==> config.mk <==
export PLATFORM = sky130hd
export DESIGN_NAME = factorial_scheduler
export DESIGN_NICKNAME = d
export VERILOG_FILES = /design/src/rtl/factorial_scheduler.sv
export SDC_FILE = /design/constraint.sdc
export NUM_CORES = 1
export LEC_CHECK = 0
export BUFFER_PORTS_ARGS = -buffer_cell sky130_fd_sc_hd__buf_2
export CELL_PAD_IN_SITES_DETAIL_PLACEMENT = 1
export CELL_PAD_IN_SITES_GLOBAL_PLACEMENT = 2
export CORE_UTILIZATION = 30
export CTS_BUF_LIST = sky130_fd_sc_hd__clkbuf_16
export DETAILED_ROUTE_END_ITERATION = 16
export GPL_TIMING_DRIVEN = 0
export PLACE_DENSITY = 0.65
export SETUP_SLACK_MARGIN = 0.2
export SKIP_CTS_REPAIR_TIMING = 1
export SLEW_MARGIN = 10
export SYNTH_ARGS = -nofsm -noshare
export SYNTH_HDL_FRONTEND = slang
export SYNTH_SLANG_ARGS = --single-unit
==> constraint.sdc <==
create_clock -name clk -period 5.15 [get_ports clk]
set_input_delay 0.2575 -clock clk [delete_from_list [all_inputs] [get_ports clk]]
set_output_delay 0.2575 -clock clk [all_outputs]
set_load 0.05 [all_outputs]
==> src/rtl/factorial_scheduler.sv <==
// Round-robin front end for one shared iterative factorial engine.
// Jobs from NREQ requesters are served one at a time; one multiply per clock.
module factorial_scheduler #(
  parameter int NREQ  = 4,
  parameter int WIDTH = 32,
  parameter int NW    = 5,
  parameter int IDW   = 2
) (
  input  logic                 clk,
  input  logic                 rst,
  input  logic [NREQ-1:0]      req,
  input  logic [NREQ*NW-1:0]   n_in,
  output logic [NREQ-1:0]      grant,
  output logic                 busy,
  output logic                 done,
  output logic [IDW-1:0]       done_id,
  output logic [WIDTH-1:0]     result,
  output logic                 overflow
);

  // Handshake: req[k] is a level held by the client until grant[k] pulses for
  // one cycle; operand n_in[k] is captured on that same edge and may change after.
  localparam int IW = NW + 1;

  typedef enum logic [1:0] {
    IDLE = 2'd0,
    MUL  = 2'd1,
    DONE = 2'd2
  } state_t;

  state_t             state_q;
  logic [IDW-1:0]     ptr_q;
  logic [NREQ-1:0]    grant_q;
  logic               done_q;
  logic [WIDTH-1:0]   result_q;
  logic [IDW-1:0]     done_id_q;
  logic               ovf_out_q;
  logic [NW-1:0]      n_q;
  logic [IDW-1:0]     id_q;
  logic [WIDTH-1:0]   acc_q;
  logic [IW-1:0]      idx_q;
  logic               ovf_q;

  logic               any_req;
  logic [IDW-1:0]     sel;
  logic [IDW-1:0]     cand;
  logic [IDW-1:0]     ptr_d;
  logic [NREQ-1:0]    sel_onehot;
  logic [NW-1:0]      n_sel;
  logic [2*WIDTH-1:0] prod;

  // First requesting client at or after ptr_q, wrapping at NREQ.
  always_comb begin
    any_req = 1'b0;
    sel     = '0;
    cand    = '0;
    for (int i = 0; i < NREQ; i++) begin
      cand = IDW'((32'(ptr_q) + 32'(i)) % NREQ);
      if (!any_req && req[cand]) begin
        any_req = 1'b1;
        sel     = cand;
      end
    end
  end

  always_comb begin
    n_sel = '0;
    for (int k = 0; k < NREQ; k++) begin
      if (sel == IDW'(k)) n_sel = n_in[k*NW +: NW];
    end
  end

  assign sel_onehot = NREQ'(1) << sel;
  assign ptr_d      = (sel == IDW'(NREQ-1)) ? '0 : sel + 1'b1;
  assign prod       = (2*WIDTH)'(acc_q) * (2*WIDTH)'(idx_q);

  always_ff @(posedge clk or posedge rst) begin
    if (rst) begin
      state_q   <= IDLE;
      ptr_q     <= '0;
      grant_q   <= '0;
      done_q    <= 1'b0;
      result_q  <= '0;
      done_id_q <= '0;
      ovf_out_q <= 1'b0;
      n_q       <= '0;
      id_q      <= '0;
      acc_q     <= '0;
      idx_q     <= '0;
      ovf_q     <= 1'b0;
    end else begin
      grant_q <= '0;
      done_q  <= 1'b0;
      case (state_q)
        IDLE: begin
          if (any_req) begin
            grant_q <= sel_onehot;
            n_q     <= n_sel;
            id_q    <= sel;
            acc_q   <= WIDTH'(1);
            idx_q   <= IW'(1);
            ovf_q   <= 1'b0;
            ptr_q   <= ptr_d;
            state_q <= MUL;
          end
        end
        MUL: begin
          // idx is one bit wider than n so the exit test works at n = 2^NW-1.
          if (idx_q > {1'b0, n_q}) begin
            state_q   <= DONE;
            done_q    <= 1'b1;
            result_q  <= acc_q;
            done_id_q <= id_q;
            ovf_out_q <= ovf_q;
          end else begin
            acc_q <= prod[WIDTH-1:0];
            ovf_q <= ovf_q | (prod[2*WIDTH-1:WIDTH] != '0);
            idx_q <= idx_q + 1'b1;
          end
        end
        DONE:    state_q <= IDLE;
        default: state_q <= IDLE;
      endcase
    end
  end

  assign grant    = grant_q;
  assign busy     = (state_q != IDLE);
  assign done     = done_q;
  assign done_id  = done_id_q;
  assign result   = result_q;
  assign overflow = ovf_out_q;

endmodule

# Yosys cells after proc, flatten, opt, wreduce, memory -nomap -nowiden
# Index checks and enable logic that the tools add are counted.
dict set report word_totals {
  register_bits 90
  input_bits 26
  word_cells 84
}
dict set report op_classes {
  add_sub_neg 5
  mul 1
  order_cmp 5
  n_eq_ne 7
  n_shift 1
  muxes 37
  bitwise_logic 1
  reduce_logical 15
}
# op count
set ops {}
lappend ops {{2-to-1 mux 32 bit} 2}
lappend ops {{case mux 32 bit (2 select lines)} 1}
lappend ops {{multiplier 32 x 6 -> 38 bit} 1}
lappend ops {{nonzero test 32 bit} 1}
lappend ops {{2-to-1 mux 5 bit} 4}
lappend ops {{2-to-1 mux 2 bit} 7}
lappend ops {{< comparator 2 x 3 -> 1 bit, second input constant} 4}
lappend ops {{2-to-1 mux 1 bit} 12}
lappend ops {{2-to-1 mux 6 bit} 2}
lappend ops {{case mux 6 bit (2 select lines)} 1}
lappend ops {{binary-select mux 1 bit (select 2 bit)} 4}
lappend ops {{2-to-1 mux 4 bit} 2}
lappend ops {{adder 6 x 1 -> 6 bit, second input constant} 1}
lappend ops {{greater-than comparator 6 x 5 -> 1 bit} 1}
lappend ops {{!= test 2 bit, second input constant} 3}
lappend ops {{AND reduction 2 bit} 3}
lappend ops {{adder 2 x 1 -> 2 bit, second input constant} 2}
lappend ops {{adder 2 bit, second input constant} 2}
lappend ops {{equality test 2 x 1 -> 1 bit, second input constant} 2}
lappend ops {{equality test 2 bit, second input constant} 2}
lappend ops {{zero test 2 bit} 2}
lappend ops {{case mux 2 bit (2 select lines)} 1}
lappend ops {{nonzero test 2 bit} 2}
lappend ops {{<< shifter 1 x 2 -> 4 bit, first input constant} 1}
lappend ops {{other kinds (5)} 9}

# Logic depth before layout (Yosys ltp)
dict set report logic_depth {
  ltp_word 17
  ltp_mapped 19
}

# Least setup slack after synthesis
# Ideal clock, no wire load.
dict set report synth_path {
  kind {register to register}
  from {register idx_q[3]}
  to {register ovf_q}
  arrival_time_ps 4543
  setup_slack_ps 481
  stages_incl_launch_ff 18
  n_path_buf 2
  synth_period_minus_slack_ps 4669
  path_cell_list {dfrtp_1 > clkbuf_1 > clkbuf_1 > and2_1 > fa_1 > fa_1 > inv_1 > fa_1 > inv_1 > ha_1 > nand4_1 > or4_1 > o211ai_2 > a311oi_2 > xnor2_1 > a211o_1 > nor4_1 > o21ai_1}
}
dict set report synth_via {
  elab_chain_len 5
}
# element line_no
set synth_rtl {}
lappend synth_rtl {{start, declared} 41} ;# logic [IW-1:0] idx_q;
lappend synth_rtl {{start signal, assigned} 118} ;# idx_q <= idx_q + 1'b1;
lappend synth_rtl {{multiplier 32 x 6 -> 38 bit} 75} ;# assign prod = (2*WIDTH)'(acc_q) * (2*WIDTH)'(idx_q);
lappend synth_rtl {{nonzero test 32 bit} 117} ;# ovf_q <= ovf_q | (prod[2*WIDTH-1:WIDTH] != '0);
lappend synth_rtl {{bitwise OR 1 bit} 117}
lappend synth_rtl {{2-to-1 mux 1 bit} 109} ;# if (idx_q > {1'b0, n_q}) begin
lappend synth_rtl {{case mux 1 bit (2 select lines)} 94} ;# case (state_q)
lappend synth_rtl {{end signal, assigned} 117}
lappend synth_rtl {{end, declared} 42} ;# logic ovf_q;
# Several ways; a longest one is shown, not always the timed one. The select of a mux whose other input is x is not followed.
# A chain may end at the register's enable or synchronous reset.

# Final worst setup path
# Same ends and word-level chain as after synthesis.

==> run_results.csv <==
group,metric,value,unit
placement,routabilityCongestion,0.795,
timing,worst_slew_pin_slew,0.870,ns
clocking,cts_tree,"done",
grt,grt_pass1_vias,8202,
job,max-cap-violations,0,
grt,grt.total_usage,0.185,
logic_synthesis,synth.distinct_cells,56,
setup_path,endpoint_kind,"flip-flop",
floorplan,io_pins,67,
logic_synthesis,synth_top_area_frac,0.243,
logic_synthesis,synth_area_per_cell,9.21,um^2
drt,wl_met1,14.3,mm
setup_path,critPathRequiredTime,5.40,ns
floorplan,fp.coreArea,32600,um^2
finish,drive_above_1_share,0.189,
setup_path,crit_path_cell_trace,"buf_6, buf_12, and2_1, fa_1, fa_1, inv_1, fa_1, inv_2, ha_4, buf_6, a21o_1, a211o_1, nor3_4, o211ai_4, a311oi_2, xnor2_1, a211o_1, nor4_2, o21ai_1",
drt,drc_errors,0,
clocking,clock-sinks,90,
finish,final_util,0.361,
floorplan,die_w,184,um
timing,rsz0062_at_grt,"yes",
min_path,min_path_type,"input port to flip-flop",
floorplan,dieArea,34000,um^2
setup_path,reg2reg_to,"ovf_q",
timing,max_clock_freq,0.201,GHz
drt,top_layer_used,"met5",
setup_path,cpLargestDelayFamily,"adder cells",
setup_path,cp_slowest_cell,"fa_1",
setup_path,critPathCapture,"ovf_q",
setup_path,critPathBufInv,5,
placement,dpl_cell_area,10900,um^2
finish,layout.nets,1391,
setup_path,startpoint_type,"flip-flop",
logic_synthesis,ys_ff_latch,90,
finish,finalNonFillerCells,1635,
logic_synthesis,syn-num-nets,1285,
clocking,cts-htree-levels,3,
finish,n_antenna_cell,0,
setup_path,critPathArrivalTime,5.23,ns
timing,finalHoldViolCount,0,
timing,finalSetupTns,0,ns
placement,dpl.cell_count,1591,
setup_path,setup.worst_path.start,"idx_q[3]",
finish,fill_cells,3751,
logic_synthesis,synthesis.area,9970,um^2
setup_path,timing.critical_path.mode_cell,"fa_1",
timing,period_needed,4.98,ns
timing,max-slew-margin-rel,0.418,
power,ir_drop,176,uV
drt,ant_nets,0,
drt,drtIter0Drc,267,
floorplan,rows,66,
drt,wl_per_cell,18.3,um
power,power.total,0.00519,W
logic_synthesis,ys_top_cells_by_area,"fa_1 24%, dfrtp_1 23%, and2_1 11%, ha_1 7.0%, inv_1 6.4%",
drt,drt-total-wl,29.8,mm
grt,grt_pass1_wl,47.4,mm
clocking,insertion_delay,0.37,ns
grt,grt_antenna_before_repair,1,
drt,drtPass1Iterations,4,
drt,dr_wl_met3,620,um
logic_synthesis,async_flop_share,1.00,
drt,num_vias,7725,
timing,finalClockSkew,0.0104,ns
logic_synthesis,syn_inst,1082,
setup_path,worstPathMaxFanout,10,
finish,postLayoutCellArea,11800,um^2
logic_synthesis,seq_area_frac_synth,0.226,
setup_path,r2r-start,"idx_q[3]",
setup_path,rrSetupSlack,0.17,ns
placement,place_hpwl,23.0,mm
status,status,"complete, no violations",
clocking,ctsRootBufferMaster,"clkbuf_16",
timing,finalCritPeriodShare,0.967,
setup_path,reg2regPathDepth,19,
power,p_leak,5.90,nW
clocking,ctsLongestPathBuffers,2,
logic_synthesis,ys.flop_type,"dfrtp_1",
drt,wl_met2,14.5,mm
logic_synthesis,yosysTopAreaCell,"fa_1",
timing,drv_slew,0,
setup_path,cpPeakStageDelay,0.55,ns
setup_path,worst-path-stages,19,
floorplan,initial_core_util,0.306,
finish,synthToLayoutAreaGrowth,18.2,%
grt,gr-total-overflow,0,
power,p_per_area,440,nW/um^2
clocking,numCtsBuffers,9,
logic_synthesis,yosys_warnings,0,
placement,numPortBuffers,66,
logic_synthesis,synth-edff-count,0,
floorplan,die_h,184,um
drt,vias_per_cell,4.72,
clocking,clk_pin_slew,0.07,ns
timing,setup-violations-final,0,
grt,grt_max_degree,79,
setup_path,crit_type,"flip-flop to flip-flop",
==> state kept, by name, summed over array words and instances (netlist names) <==
name	count
result	32
ptr_q	2
idx_q	6
state_q	2
done_id	2
id_q	2
overflow	1
grant	4
ovf_q	1
n_q	5
acc_q	32
done	1
==> cell usage after synthesis (all sizes together), types with 5 or more instances <==
| master | number |
|---|---|
| and2 | 180 |
| inv | 170 |
| fa | 121 |
| dfrtp | 90 |
| nand2 | 59 |
| ha | 56 |
| a21oi | 55 |
| o21ai | 55 |
| nor2 | 45 |
| nand3 | 43 |
| clkbuf | 35 |
| mux2 | 35 |
| a21o | 18 |
| xor2 | 17 |
| xnor2 | 14 |
| a31oi | 8 |
| buf | 8 |
| a211oi | 7 |
| nor3 | 6 |
| o21a | 6 |
| nand2b | 5 |
| o211ai | 5 |
| o22ai | 5 |
==> kinds of logic (layout without fill, tap and decap cells) <==
family	Yosys count	after routing	share of synthesized area
adders and majority gates	177	177	0.313
xor gates and xnor gates	31	31	0.0280
buffers and inverters	214	325	0.0881
DFF	90	90	0.226
AOI/OAI and AO/OA	178	178	0.109
and+or+nand+nor	357	357	0.195
muxes	35	35	0.0395
==> cell type report <==
type                            count  area [um^2]  share of cell area
Clock buffer                        9          225              0.0191
Tap cell                          442          553              0.0470
Timing Repair Buffer               95          571              0.0484
Inverter                          170          643              0.0546
Multi-Input combinational cell    778         7090               0.602
Sequential cell                    90         2260               0.192
Clock inverter                      7         46.3             0.00393
Buffer                             44          392              0.0333
==> worst min-delay path by stage <==
stage / start / endpoint / cells past startpoint
6_report: n_in[18] / n_q[3] / 3
5_1_grt: n_in[18] / n_q[3] / 3
4_1_cts: rst / result[4] / 2
3_5_place_dp: rst / done / 2
3_3_place_gp: id_q[0] / id_q[0] / 2
2_1_floorplan: n_in[16] / n_q[1] / 2
==> worst min-delay path: stages <==
cell	delay (ns)
buf_2	0.07
a211oi_1	0.06
a21oi_1	0.10
==> power by group <==
part           total (W)  leakage (nW)  internal [W]  switching, W
Sequential       0.00122          1.18      0.000967      0.000251
Clock           0.000650         0.139      0.000328      0.000322
Combinational    0.00332          4.59       0.00119       0.00213
==> layer usage <==
layer	up-vias	global-route usage
met5	-	0
met4	2	0.0417
met3	24	0.0204
met2	61	0.312
met1	3974	0.255
li1	3664	-
==> placed cells by master (no fill, tap or decap), types with 13 or more instances in the layout <==
cell type	count
xor2_1	16
xnor2_1	14
nand2_1	58
dfrtp_1	86
buf_2	70
nor2_1	43
nand3_1	42
a21oi_1	51
mux2_2	35
o21ai_1	17
a21o_1	17
buf_4	34
o21ai_0	33
fa_1	121
clkbuf_1	13
inv_1	170
and2_1	177
ha_1	44
==> through the flow <==
step	worst slack [ns]	hold slack, ns
6_report	0.171	0.165
5_1_grt	-0.0115	0.185
4_1_cts	-0.948	-0.205
3_5_place_dp	-0.922	0.191
3_3_place_gp	-0.908	0.463
2_1_floorplan	0.481	0.442
Note: power is estimated with default switching activity, not from simulation.
